`src/rtl/data_copy_master.sv`:
```
// Word-granular memory copy engine: reads a word from src, writes it to dst,
// repeating for len words over a req/gnt/rvalid data bus, one transaction at a time.
module data_copy_master #(
    parameter int LEN_W = 16
) (
    input  logic             clk,
    input  logic             rst,
    input  logic             start_i,
    input  logic [31:0]      src_addr_i,
    input  logic [31:0]      dst_addr_i,
    input  logic [LEN_W-1:0] len_i,
    output logic             busy_o,
    output logic             done_o,
    output logic             err_o,
    output logic [LEN_W-1:0] words_done_o,
    output logic             data_req_o,
    input  logic             data_gnt_i,
    input  logic             data_rvalid_i,
    output logic             data_we_o,
    output logic [3:0]       data_be_o,
    output logic [31:0]      data_addr_o,
    output logic [31:0]      data_wdata_o,
    output logic [6:0]       data_wdata_intg_o,
    input  logic [31:0]      data_rdata_i,
    input  logic             data_err_i
);

    typedef enum logic [2:0] {
        IDLE,
        RD_REQ,
        RD_WAIT,
        WR_REQ,
        WR_WAIT,
        FIN
    } state_t;

    state_t           state;
    logic [31:0]      src_q;
    logic [31:0]      dst_q;
    logic [LEN_W-1:0] len_q;
    logic [LEN_W-1:0] words_next;
    logic [31:0]      cur_off;
    logic [31:0]      next_off;
    logic             unused_addr_bits;

    assign words_next        = words_done_o + LEN_W'(1);
    assign cur_off           = 32'(words_done_o) << 2;
    assign next_off          = 32'(words_next) << 2;
    assign data_be_o         = 4'hF;
    assign data_wdata_intg_o = 7'h0;
    assign unused_addr_bits  = ^{src_addr_i[1:0], dst_addr_i[1:0]};

    // data_wdata_o doubles as the write buffer between the read response and the write request
    always_ff @(posedge clk) begin
        if (!rst) begin
            state        <= IDLE;
            src_q        <= '0;
            dst_q        <= '0;
            len_q        <= '0;
            busy_o       <= 1'b0;
            done_o       <= 1'b0;
            err_o        <= 1'b0;
            words_done_o <= '0;
            data_req_o   <= 1'b0;
            data_we_o    <= 1'b0;
            data_addr_o  <= '0;
            data_wdata_o <= '0;
        end else begin
            case (state)
                IDLE: begin
                    if (start_i) begin
                        src_q        <= {src_addr_i[31:2], 2'b00};
                        dst_q        <= {dst_addr_i[31:2], 2'b00};
                        len_q        <= len_i;
                        words_done_o <= '0;
                        err_o        <= 1'b0;
                        if (len_i == '0) begin
                            done_o <= 1'b1;
                            state  <= FIN;
                        end else begin
                            busy_o      <= 1'b1;
                            data_req_o  <= 1'b1;
                            data_we_o   <= 1'b0;
                            data_addr_o <= {src_addr_i[31:2], 2'b00};
                            state       <= RD_REQ;
                        end
                    end
                end
                RD_REQ: begin
                    if (data_gnt_i) begin
                        data_req_o <= 1'b0;
                        state      <= RD_WAIT;
                    end
                end
                RD_WAIT: begin
                    if (data_rvalid_i) begin
                        if (data_err_i) begin
                            err_o  <= 1'b1;
                            busy_o <= 1'b0;
                            done_o <= 1'b1;
                            state  <= FIN;
                        end else begin
                            data_wdata_o <= data_rdata_i;
                            data_req_o   <= 1'b1;
                            data_we_o    <= 1'b1;
                            data_addr_o  <= dst_q + cur_off;
                            state        <= WR_REQ;
                        end
                    end
                end
                WR_REQ: begin
                    if (data_gnt_i) begin
                        data_req_o <= 1'b0;
                        state      <= WR_WAIT;
                    end
                end
                WR_WAIT: begin
                    if (data_rvalid_i) begin
                        if (data_err_i) begin
                            err_o  <= 1'b1;
                            busy_o <= 1'b0;
                            done_o <= 1'b1;
                            state  <= FIN;
                        end else begin
                            words_done_o <= words_next;
                            if (words_next == len_q) begin
                                busy_o <= 1'b0;
                                done_o <= 1'b1;
                                state  <= FIN;
                            end else begin
                                data_req_o  <= 1'b1;
                                data_we_o   <= 1'b0;
                                data_addr_o <= src_q + next_off;
                                state       <= RD_REQ;
                            end
                        end
                    end
                end
                FIN: begin
                    done_o <= 1'b0;
                    busy_o <= 1'b0;
                    state  <= IDLE;
                end
                default: state <= IDLE;
            endcase
        end
    end

endmodule

```
`config.mk`:
```
export PLATFORM = sky130hd
export DESIGN_NAME = data_copy_master
export DESIGN_NICKNAME = d
export VERILOG_FILES = /design/src/rtl/data_copy_master.sv
export SDC_FILE = /design/constraint.sdc
export NUM_CORES = 1
export LEC_CHECK = 0
export CORE_UTILIZATION = 34
export CTS_BUF_LIST = sky130_fd_sc_hd__clkbuf_4 sky130_fd_sc_hd__clkbuf_8
export CTS_CLUSTER_SIZE = 14
export DETAILED_ROUTE_END_ITERATION = 8
export PLACE_DENSITY = 0.59
export SETUP_SLACK_MARGIN = 0.3
export SLEW_MARGIN = 5
export SYNTH_ARGS = -nofsm -noshare
export SYNTH_HDL_FRONTEND = slang
export SYNTH_SLANG_ARGS = --single-unit
export TNS_END_PERCENT = 1
```
`constraint.sdc`:
```
create_clock -name clk -period 9.8 [get_ports clk]
set_clock_uncertainty 0.05 [all_clocks]
set_input_delay 1.96 -clock clk [delete_from_list [all_inputs] [get_ports clk]]
set_output_delay 1.96 -clock clk [all_outputs]
set_load 0.005 [all_outputs]
```
### After elaboration in Yosys (flattened, before gate mapping)

Index checks and enable logic that the tools add are counted.

| operators by class | value |
|---|---|
| add/subtract/negate cells | 3 |
| reduce and logical (&&, ||, !) cells | 18 |
| bitwise logic cells | 1 |
| muxes and demuxes | 53 |
| eq/ne operators | 21 |

Operator list:

| cell | count |
|---|---|
| 32-bit two-way mux | 7 |
| 32-bit case mux with 3 select lines | 1 |
| 32-bit by 18-bit adder with 32-bit output | 2 |
| 16-bit two-way mux | 3 |
| 16-bit case mux with 2 select lines | 1 |
| 3-bit two-way mux | 9 |
| 1-bit two-way mux | 26 |
| 2-bit != test, second input constant | 11 |
| 16-bit by 1-bit adder with 16-bit output, second input constant | 1 |
| 16-bit == test | 1 |
| 16-bit zero test | 1 |
| 3-bit case mux with 5 select lines | 1 |
| 7-bit AND reduction | 2 |
| 1-bit case mux with 4 select lines | 3 |
| 9-bit AND reduction | 1 |
| 4-bit AND reduction | 2 |
| 8-bit AND reduction | 1 |
| 4-bit nonzero test | 2 |
| 3-bit by 2-bit == test with 1-bit output, second input constant | 2 |
| 3-bit == test, second input constant | 2 |
| 2-bit by 1-bit != test with 1-bit output, second input constant | 3 |
| 5-bit AND reduction | 1 |
| 2-bit nonzero test | 2 |
| 2-bit OR reduction | 2 |
| other kinds (9) | 9 |

| word-level totals | value |
|---|---|
| output and inout bits | 96 |
| bits in registers | 164 |
| bits of input ports | 118 |

### Logic depth before layout (Yosys ltp)

Gate-level depths: netlist of run 1.

| depth | value |
|---|---|
| depth in word-level cells | 6 |
| depth in mapped cells | 15 |
| mapped depth without buffers | 14 |

### Least setup slack after synthesis of run 1

No wires, ideal clock.

| path | value |
|---|---|
| path type | register to register |
| start point | register words_done_o[0] |
| end point | register data_addr_o[22] |
| required time | 9.624 ns |
| stages on the path, launching flop included | 15 |
| period minus slack after synthesis | 3.790 ns |
| path slack | 6.010 ns |
| data arrival time | 3.614 ns |
| buffers on the path | 1 |
| library setup time | 0.126 ns |
| cells stage by stage | dfxtp_1 > ha_1 > nand4_2 > or4_1 > clkbuf_1 > xnor2_1 > ha_1 > o21ai_0 > nand2_1 > nand3_1 > o311ai_0 > nand2b_1 > xnor2_1 > a222oi_1 > a21oi_1 |

| on the way | value |
|---|---|
| longest elaborated chain between the ends | 6 |

Ends and longest elaborated chain:

| what | line | text |
|---|---|---|
| start: declaration | 15 | `output logic [LEN_W-1:0] words_done_o,` |
| start signal: assignment | 125 | `words_done_o <= words_next;` |
| 16-bit by 1-bit adder with 16-bit output | 46 | `assign words_next = words_done_o + LEN_W'(1);` |
| 32-bit by 18-bit adder with 32-bit output | 133 | `data_addr_o <= src_q + next_off;` |
| 32-bit two-way mux | 126 | `if (words_next == len_q) begin` |
| 32-bit two-way mux | 119 | `if (data_err_i) begin` |
| 32-bit two-way mux | 118 | `if (data_rvalid_i) begin` |
| 32-bit case mux with 3 select lines | 69 | `case (state)` |
| end signal: assignment | 84 | `data_addr_o <= {src_addr_i[31:2], 2'b00};` |
| end signal: assignment | 106 | `data_addr_o <= dst_q + cur_off;` |
| end signal: assignment | 133 |  |
| end: declaration | 21 | `output logic [31:0] data_addr_o,` |

Parallel ways exist; a longest one is shown, timed or not. The select of a mux whose other input is x is not followed.
A chain may end at the register's enable or synchronous reset.

### Worst setup path in the final report of run 1

| path | value |
|---|---|
| start point | input data_rvalid_i |
| end point | register data_addr_o[21] |

| on the way | value |
|---|---|
| longest elaborated chain between the ends | 2 |

Ends and longest elaborated chain:

| what | line | text |
|---|---|---|
| start: declaration | 18 | `input logic data_rvalid_i,` |
| 2-bit != test (no line) | n/a |  |
| 8-bit AND reduction (no line) (*) | n/a |  |

Every way passes the cells marked *; elsewhere a longest branch is shown, timed or not.

==> results of run 1 <==
==> kinds of logic (layout without fill, tap and decap cells) <==
group / Yosys count / count (layout) / synth area share, %
AOI/OAI and AO/OA: 369 / 369 / 25.9
xor gates and xnor gates: 83 / 83 / 7.61
adders and majority gates: 40 / 40 / 5.27
buffers and inverters: 114 / 256 / 5.17
DFF: 162 / 162 / 33.3
muxes: 1 / 1 / 0.103
other: 2 / 13 / 0.0772
and+or+nand+nor: 488 / 488 / 22.6
==> layout make-up <==
| cell class | count | area share [%] |
|---|---|---|
| tap | 378 | 3.86 |
| clock buffer | 18 | 1.97 |
| multi-input combinational | 994 | 49.3 |
| timing repair buffer | 206 | 16.6 |
| sequential | 162 | 26.5 |
| inverter | 18 | 0.552 |
| clock inverter | 14 | 1.17 |
==> worst max-delay path: cells and delay by family <==
kind	cells	cell delay [ps]
AO/OA/AOI/OAI	6	1300
AND/OR/NAND/NOR	1	390
buffers and inverters	2	1170
==> flip-flops by register name, summed over array words and instances (netlist names) <==
signal	flops
state	3
busy_o	1
data_we_o	1
done_o	1
data_wdata_o	32
len_q	16
data_req_o	1
err_o	1
words_done_o	16
src_q	30
dst_q	30
data_addr_o	30
==> metrics by stage <==
| stage | total power [mW] | hold WS, ps | setup WS [ps] | area (um2) |
|---|---|---|---|---|
| after floorplan | 0.952 | 394 | 6010 | 9770 |
| after global placement | 1.11 | 393 | 4870 | 11900 |
| after detailed placement | 1.11 | 398 | 4890 | 11900 |
| after CTS | 1.62 | 410 | 5380 | 12200 |
| after global routing | 1.69 | 445 | 5010 | 12200 |
| final | 1.60 | 405 | 5290 | 12200 |
==> synth_stat cells, types with 7 or more instances <==
library cell,count
nand2_1,307
dfxtp_1,162
a21boi_0,117
a21oi_1,70
clkbuf_1,64
o21ai_0,53
nor2_1,45
xnor2_1,44
xor2_1,38
ha_1,37
nand3_1,34
inv_1,18
buf_4,17
nor3_1,17
a31oi_1,14
and3_1,14
a21o_1,13
a22oi_1,13
o211a_1,13
o211ai_1,12
and2_1,11
nand4_1,11
a211oi_1,10
a221oi_1,10
nor2b_1,10
o21ai_1,9
nand2b_1,7
==> per-layer routing <==
metal	routed length, um	vias up
met5	13	-
met3	2220	20
li1	-	4653
met4	209	2
met1	13800	4302
met2	13300	288
==> cells in the final DEF, fill, tap and decap left out, types with 5 or more instances in the layout <==
| cell type | Yosys | layout |
|---|---|---|
| a211oi_1 | 10 | 10 |
| a21boi_0 | 117 | 117 |
| a21o_1 | 13 | 13 |
| a21oi_1 | 70 | 70 |
| a221oi_1 | 10 | 10 |
| a22oi_1 | 13 | 13 |
| a31oi_1 | 14 | 14 |
| and2_1 | 11 | 10 |
| and3_1 | 14 | 14 |
| buf_4 | 17 | 11 |
| clkbuf_8 | 0 | 17 |
| clkdlybuf4s50_1 | 0 | 195 |
| clkinvlp_4 | 0 | 5 |
| conb_1 | 2 | 13 |
| dfxtp_1 | 162 | 162 |
| ha_1 | 37 | 37 |
| inv_1 | 18 | 18 |
| inv_6 | 0 | 5 |
| nand2_1 | 307 | 306 |
| nand2b_1 | 7 | 7 |
| nand3_1 | 34 | 34 |
| nand4_1 | 11 | 11 |
| nor2_1 | 45 | 44 |
| nor2b_1 | 10 | 10 |
| nor3_1 | 17 | 17 |
| nor4_1 | 6 | 6 |
| o211a_1 | 13 | 13 |
| o211ai_1 | 12 | 12 |
| o21ai_0 | 53 | 53 |
| o21ai_1 | 9 | 9 |
| o22ai_1 | 5 | 5 |
| xnor2_1 | 44 | 44 |
| xor2_1 | 38 | 38 |
==> worst paths after layout <==
check	from	cells after the start	endpoint	slack (ps)
worst max-delay path	data_rvalid_i	9	data_addr_o[21]	5290
worst min register to register	data_we_o	2	data_we_o	410
worst max register to register	words_done_o[0]	13	data_addr_o[17]	5360
worst min-delay path	data_we_o	2	data_we_o	410
==> report_power, final <==
group	total [mW]	switching [mW]	leakage, nW	internal [mW]
registers	0.755	0.0442	1.32	0.711
clock network	0.503	0.292	0.181	0.211
logic	0.339	0.172	3.13	0.166
==> flow_summary.toml, run 1 <==
[place]
numPortBuffers = 196
dpl.cell_count = 1758
place.detailed.hpwl_um = 21300
place.gp.congestion = 0.912

[power_and_ir_drop]
power_density_mw_per_mm2 = 130
ir_drop_v = 0.0000669
leakagePower_nw = 4.63

[timing]
period_minus_slack_ps = 4510
max_freq_mhz = 222
maxSlewViolCount = 0
worst_pin_slew_ps = 1030
rsz0062_at_grt = "no"
hold_viol_final = 0
setup_viol = 0
period_share_pct = 46.1
max-slew-margin-rel_pct = 31.3
final.setup.tns_ps = 0

[final_layout]
layout-drive-gt1-share_pct = 4.25
num-nets-final = 1556
insertedDiodeCount = 0
final_cell_count_no_fill = 1790
fin_util_pct = 43.8
nFillCells = 2849
multi_input_area_mm2 = 0.00604
synthToLayoutAreaGrowth_pct = 25.9
regArea_mm2 = 0.00324

[floorplan]
rows = 61
core_mm2 = 0.0279
die-area_mm2 = 0.0293
initial_core_util_pct = 34.8
ios = 214
fp.dieH_um = 171
die_x_um = 171

[clock_network]
postCtsHoldBufs = 0
cts_tree = "yes"
cts_root_buffer = "clkbuf_8"
cts_buffer_depth = 2
cts.clk_slew.worst_paths_ps = 100
numCtsBuffers = 17
post_cts_buffers = 0
h-tree-depth = 4
cts_resized = 0
insertion_delay_ps = 460
cts_sinks = 162

[setup_path]
slowest_stage = "clkdlybuf4s50_1"
worstSetupEndpointType = "flop"
cp.required_ps = 10110
worstSetupPathType = "in -> reg"
cp_slowest_stage_delay_ps = 630
worstPathArrival_ps = 4830
start_kind = "input pin"
cp_cell_sequence = "clkdlybuf4s50_1 > a21oi_1 > o21bai_1 > o41ai_1 > or3_1 > a31oi_4 > buf_4 > o21ai_0 > o221a_1"
cp_max_fo = 60

[status]
status = "finished, final reports clean"

[global_route]
met1_usage_pct = 27.5
antenna_found_initial = 1
grt_max_degree = 97
grt.busiest_layer = "met2"
grt-ovfl-total = 0
grt_pass1_wl_um = 46200
grt_pass1_vias = 8576
grt_util_met3_pct = 5.39
use_met2_pct = 32.0
grt.total_usage_pct = 20.2

[synth]
ys_warn_count = 0
synthTopCellsByArea = "dfxtp_1 (33%), nand2_1 (12%), a21boi_0 (9.0%), ha_1 (4.8%), xnor2_1 (4.0%)"
yosysSeqAreaShare_pct = 33.3
ys_seq_elements = 162
ys_types = 74
ys.flop_type = "dfxtp_1"
synth.top_cell.area_share_pct = 33.3
postSynthAreaPerCell_um2 = 7.73
synth_area_mm2 = 0.00973
synth_top_cell_by_area = "dfxtp_1"
synth_edf_count = 0
syn_inst = 1259
async_flop_share_pct = 0

[route]
drc_errors = 0
wl_per_cell_um = 16.5
vias_per_cell = 5.18
ant_nets = 0
wl_um = 29500
via_count = 9265
drt_iter0_markers = 651
first_pass_iters = 5

[hold_path]
hp-class = "reg -> reg"

[job]
cap_violations = 0
Note: power is estimated with default switching activity, not from simulation.
==> run 2, diff against run 1 <==
- PLACE_DENSITY: 0.59 -> 0.62
- clock period: 9.8 -> 4 ns (I/O delays scaled with it)
==> flow_summary.toml, run 2 (synthesis gave the netlist of run 1 again) <==
[global_route]
grt_pass1_vias = 8842
grt.total_usage_pct = 20.8
antenna_found_initial = 1
grt_pass1_wl_um = 47400
grt_max_degree = 95
grt-ovfl-total = 0

[timing]
rsz0062_at_grt = "yes"
period_minus_slack_ps = 3530
setup_viol = 0
worst_pin_slew_ps = 913
hold_viol_final = 0
max_freq_mhz = 284
maxSlewViolCount = 0
max-slew-margin-rel_pct = 39.1
hold-worst-slack_ps = 406
period_share_pct = 88.2
final.setup.tns_ps = 0

[hold_path]
hp-class = "reg -> reg"
hold_path_depth = 2

[setup_path]
worstSetupEndpointType = "flop"
worstPathArrival_ps = 3830
cp_max_fo = 7
cp_top_family = "compound AO/OA/AOI/OAI gates"
start_kind = "flop"
worst-path-stages = 14
cp.required_ps = 4310
worstSetupPathType = "reg -> reg"
crit_buf_inv = 2
cp_slowest_stage_delay_ps = 400
reg2reg_depth = 14
cp_cell_sequence = "buf_4 > nand3_2 > nor2_1 > and3_1 > xor2_1 > ha_1 > a21oi_1 > nand2_1 > o211ai_1 > o311ai_2 > buf_4 > xor2_1 > a221oi_1 > a31oi_1"
slowest_stage = "dfxtp_1"

[final_layout]
mostFrequentLayoutCells = "nand2_1 (306), clkdlybuf4s50_1 (195), dfxtp_1 (161)"
largest_register_ff_count = 32
synthToLayoutAreaGrowth_pct = 29.4
insertedDiodeCount = 0
mostFrequentLayoutCell = "nand2_1"
layout-drive-gt1-share_pct = 7.22
num-nets-final = 1584
regMostFlops = "data_wdata_o"

[floorplan]
initial_core_util_pct = 34.8
die-area_mm2 = 0.0293
fp.dieH_um = 171
die_x_um = 171
core_mm2 = 0.0279
ios = 214
rows = 61

[route]
wl_um = 30300
wl_per_cell_um = 16.7
vias_per_cell = 5.14
via_count = 9353
drt_iter0_markers = 586
drc_errors = 0
met2_length_um = 13800
met3_length_um = 1860
ant_nets = 0
met1_length_um = 14300
maxUsedRoutingLayer = "met5"
first_pass_iters = 5

[clock_network]
h-tree-depth = 4
cts.clk_slew.worst_paths_ps = 110
cts_buffer_depth = 2
cts_root_buffer = "clkbuf_8"
numCtsBuffers = 17
postCtsHoldBufs = 0
post_cts_buffers = 0
cts_sinks = 162
insertion_delay_ps = 480
cts_tree = "yes"

[power_and_ir_drop]
power_density_mw_per_mm2 = 314
ir_drop_v = 0.000153
leakagePower_nw = 4.84

[job]
cap_violations = 0

[place]
numPortBuffers = 196
place.gp.congestion = 0.893
place.detailed.hpwl_um = 22400

[status]
status = "finished, final reports clean"
[run 2: changes by cell type in the layout (fill, tap and decap cells not counted), moves of 3 or more]
| cell | delta |
|---|---|
| xnor2_1 | -3 |
| clkinv_4 | +3 |
| buf_4 | +26 |
| ha_1 | -5 |
| clkinvlp_4 | -4 |
| ha_2 | +3 |
| xnor2_2 | +3 |
[run 2: timing repair]
action                     in CTS  in global routing
setup endpoints to repair       8                 17
pin swaps                       0                  0
gates resized for setup         2                 18
[run 2: cell type report]
class / instances / area, um2
fill: 2866 / 15300
multi-input combinational: 994 / 6140
sequential: 162 / 3240
timing repair buffer: 234 / 2270
tap: 378 / 473
clock buffer: 18 / 248
clock inverter: 14 / 144
inverter: 18 / 67.6
[run 2: per-stage QoR]
| step | power [mW] | utilization [%] | cells | area [um2] | setup WS (ps) |
|---|---|---|---|---|---|
| final | 3.95 | 45.1 | 1818 | 12600 | 473 |
| after global routing | 4.17 | 45.1 | 1818 | 12600 | 264 |
| after floorplan | 2.33 | - | 1270 | 9770 | 383 |
| after detailed placement | 2.74 | 43.3 | 1786 | 12100 | 122 |
| after global placement | 2.73 | 43.3 | 1786 | 12100 | 124 |
| after CTS | 4.00 | 44.7 | 1818 | 12500 | 241 |
[run 2: report_power, final]
group	leakage, nW	internal (mW)	switching, mW
Sequential	1.33	1.74	0.108
Combinational	3.31	0.427	0.429
Clock	0.199	0.530	0.718
[run 2: final timing paths]
check | from | to | slack (ps)
max reg2reg | words_done_o[0] | data_addr_o[18] | 470
min | data_addr_o[11] | data_addr_o[11] | 410
max | words_done_o[0] | data_addr_o[18] | 470
min reg2reg | data_addr_o[11] | data_addr_o[11] | 410
[run 2: worst min-delay path, cell delays in order (launching register included)]
cell and delay, ps:
dfxtp_1 320, nand2_1 50, o21ai_1 50
[run 2: routing by layer]
metal  vias to the layer above  global-route usage (%)
li1                       4701                       -
met5                         -                       0
met3                        30                    4.58
met2                       271                    33.6
met1                      4349                    28.2
met4                         2                    4.46
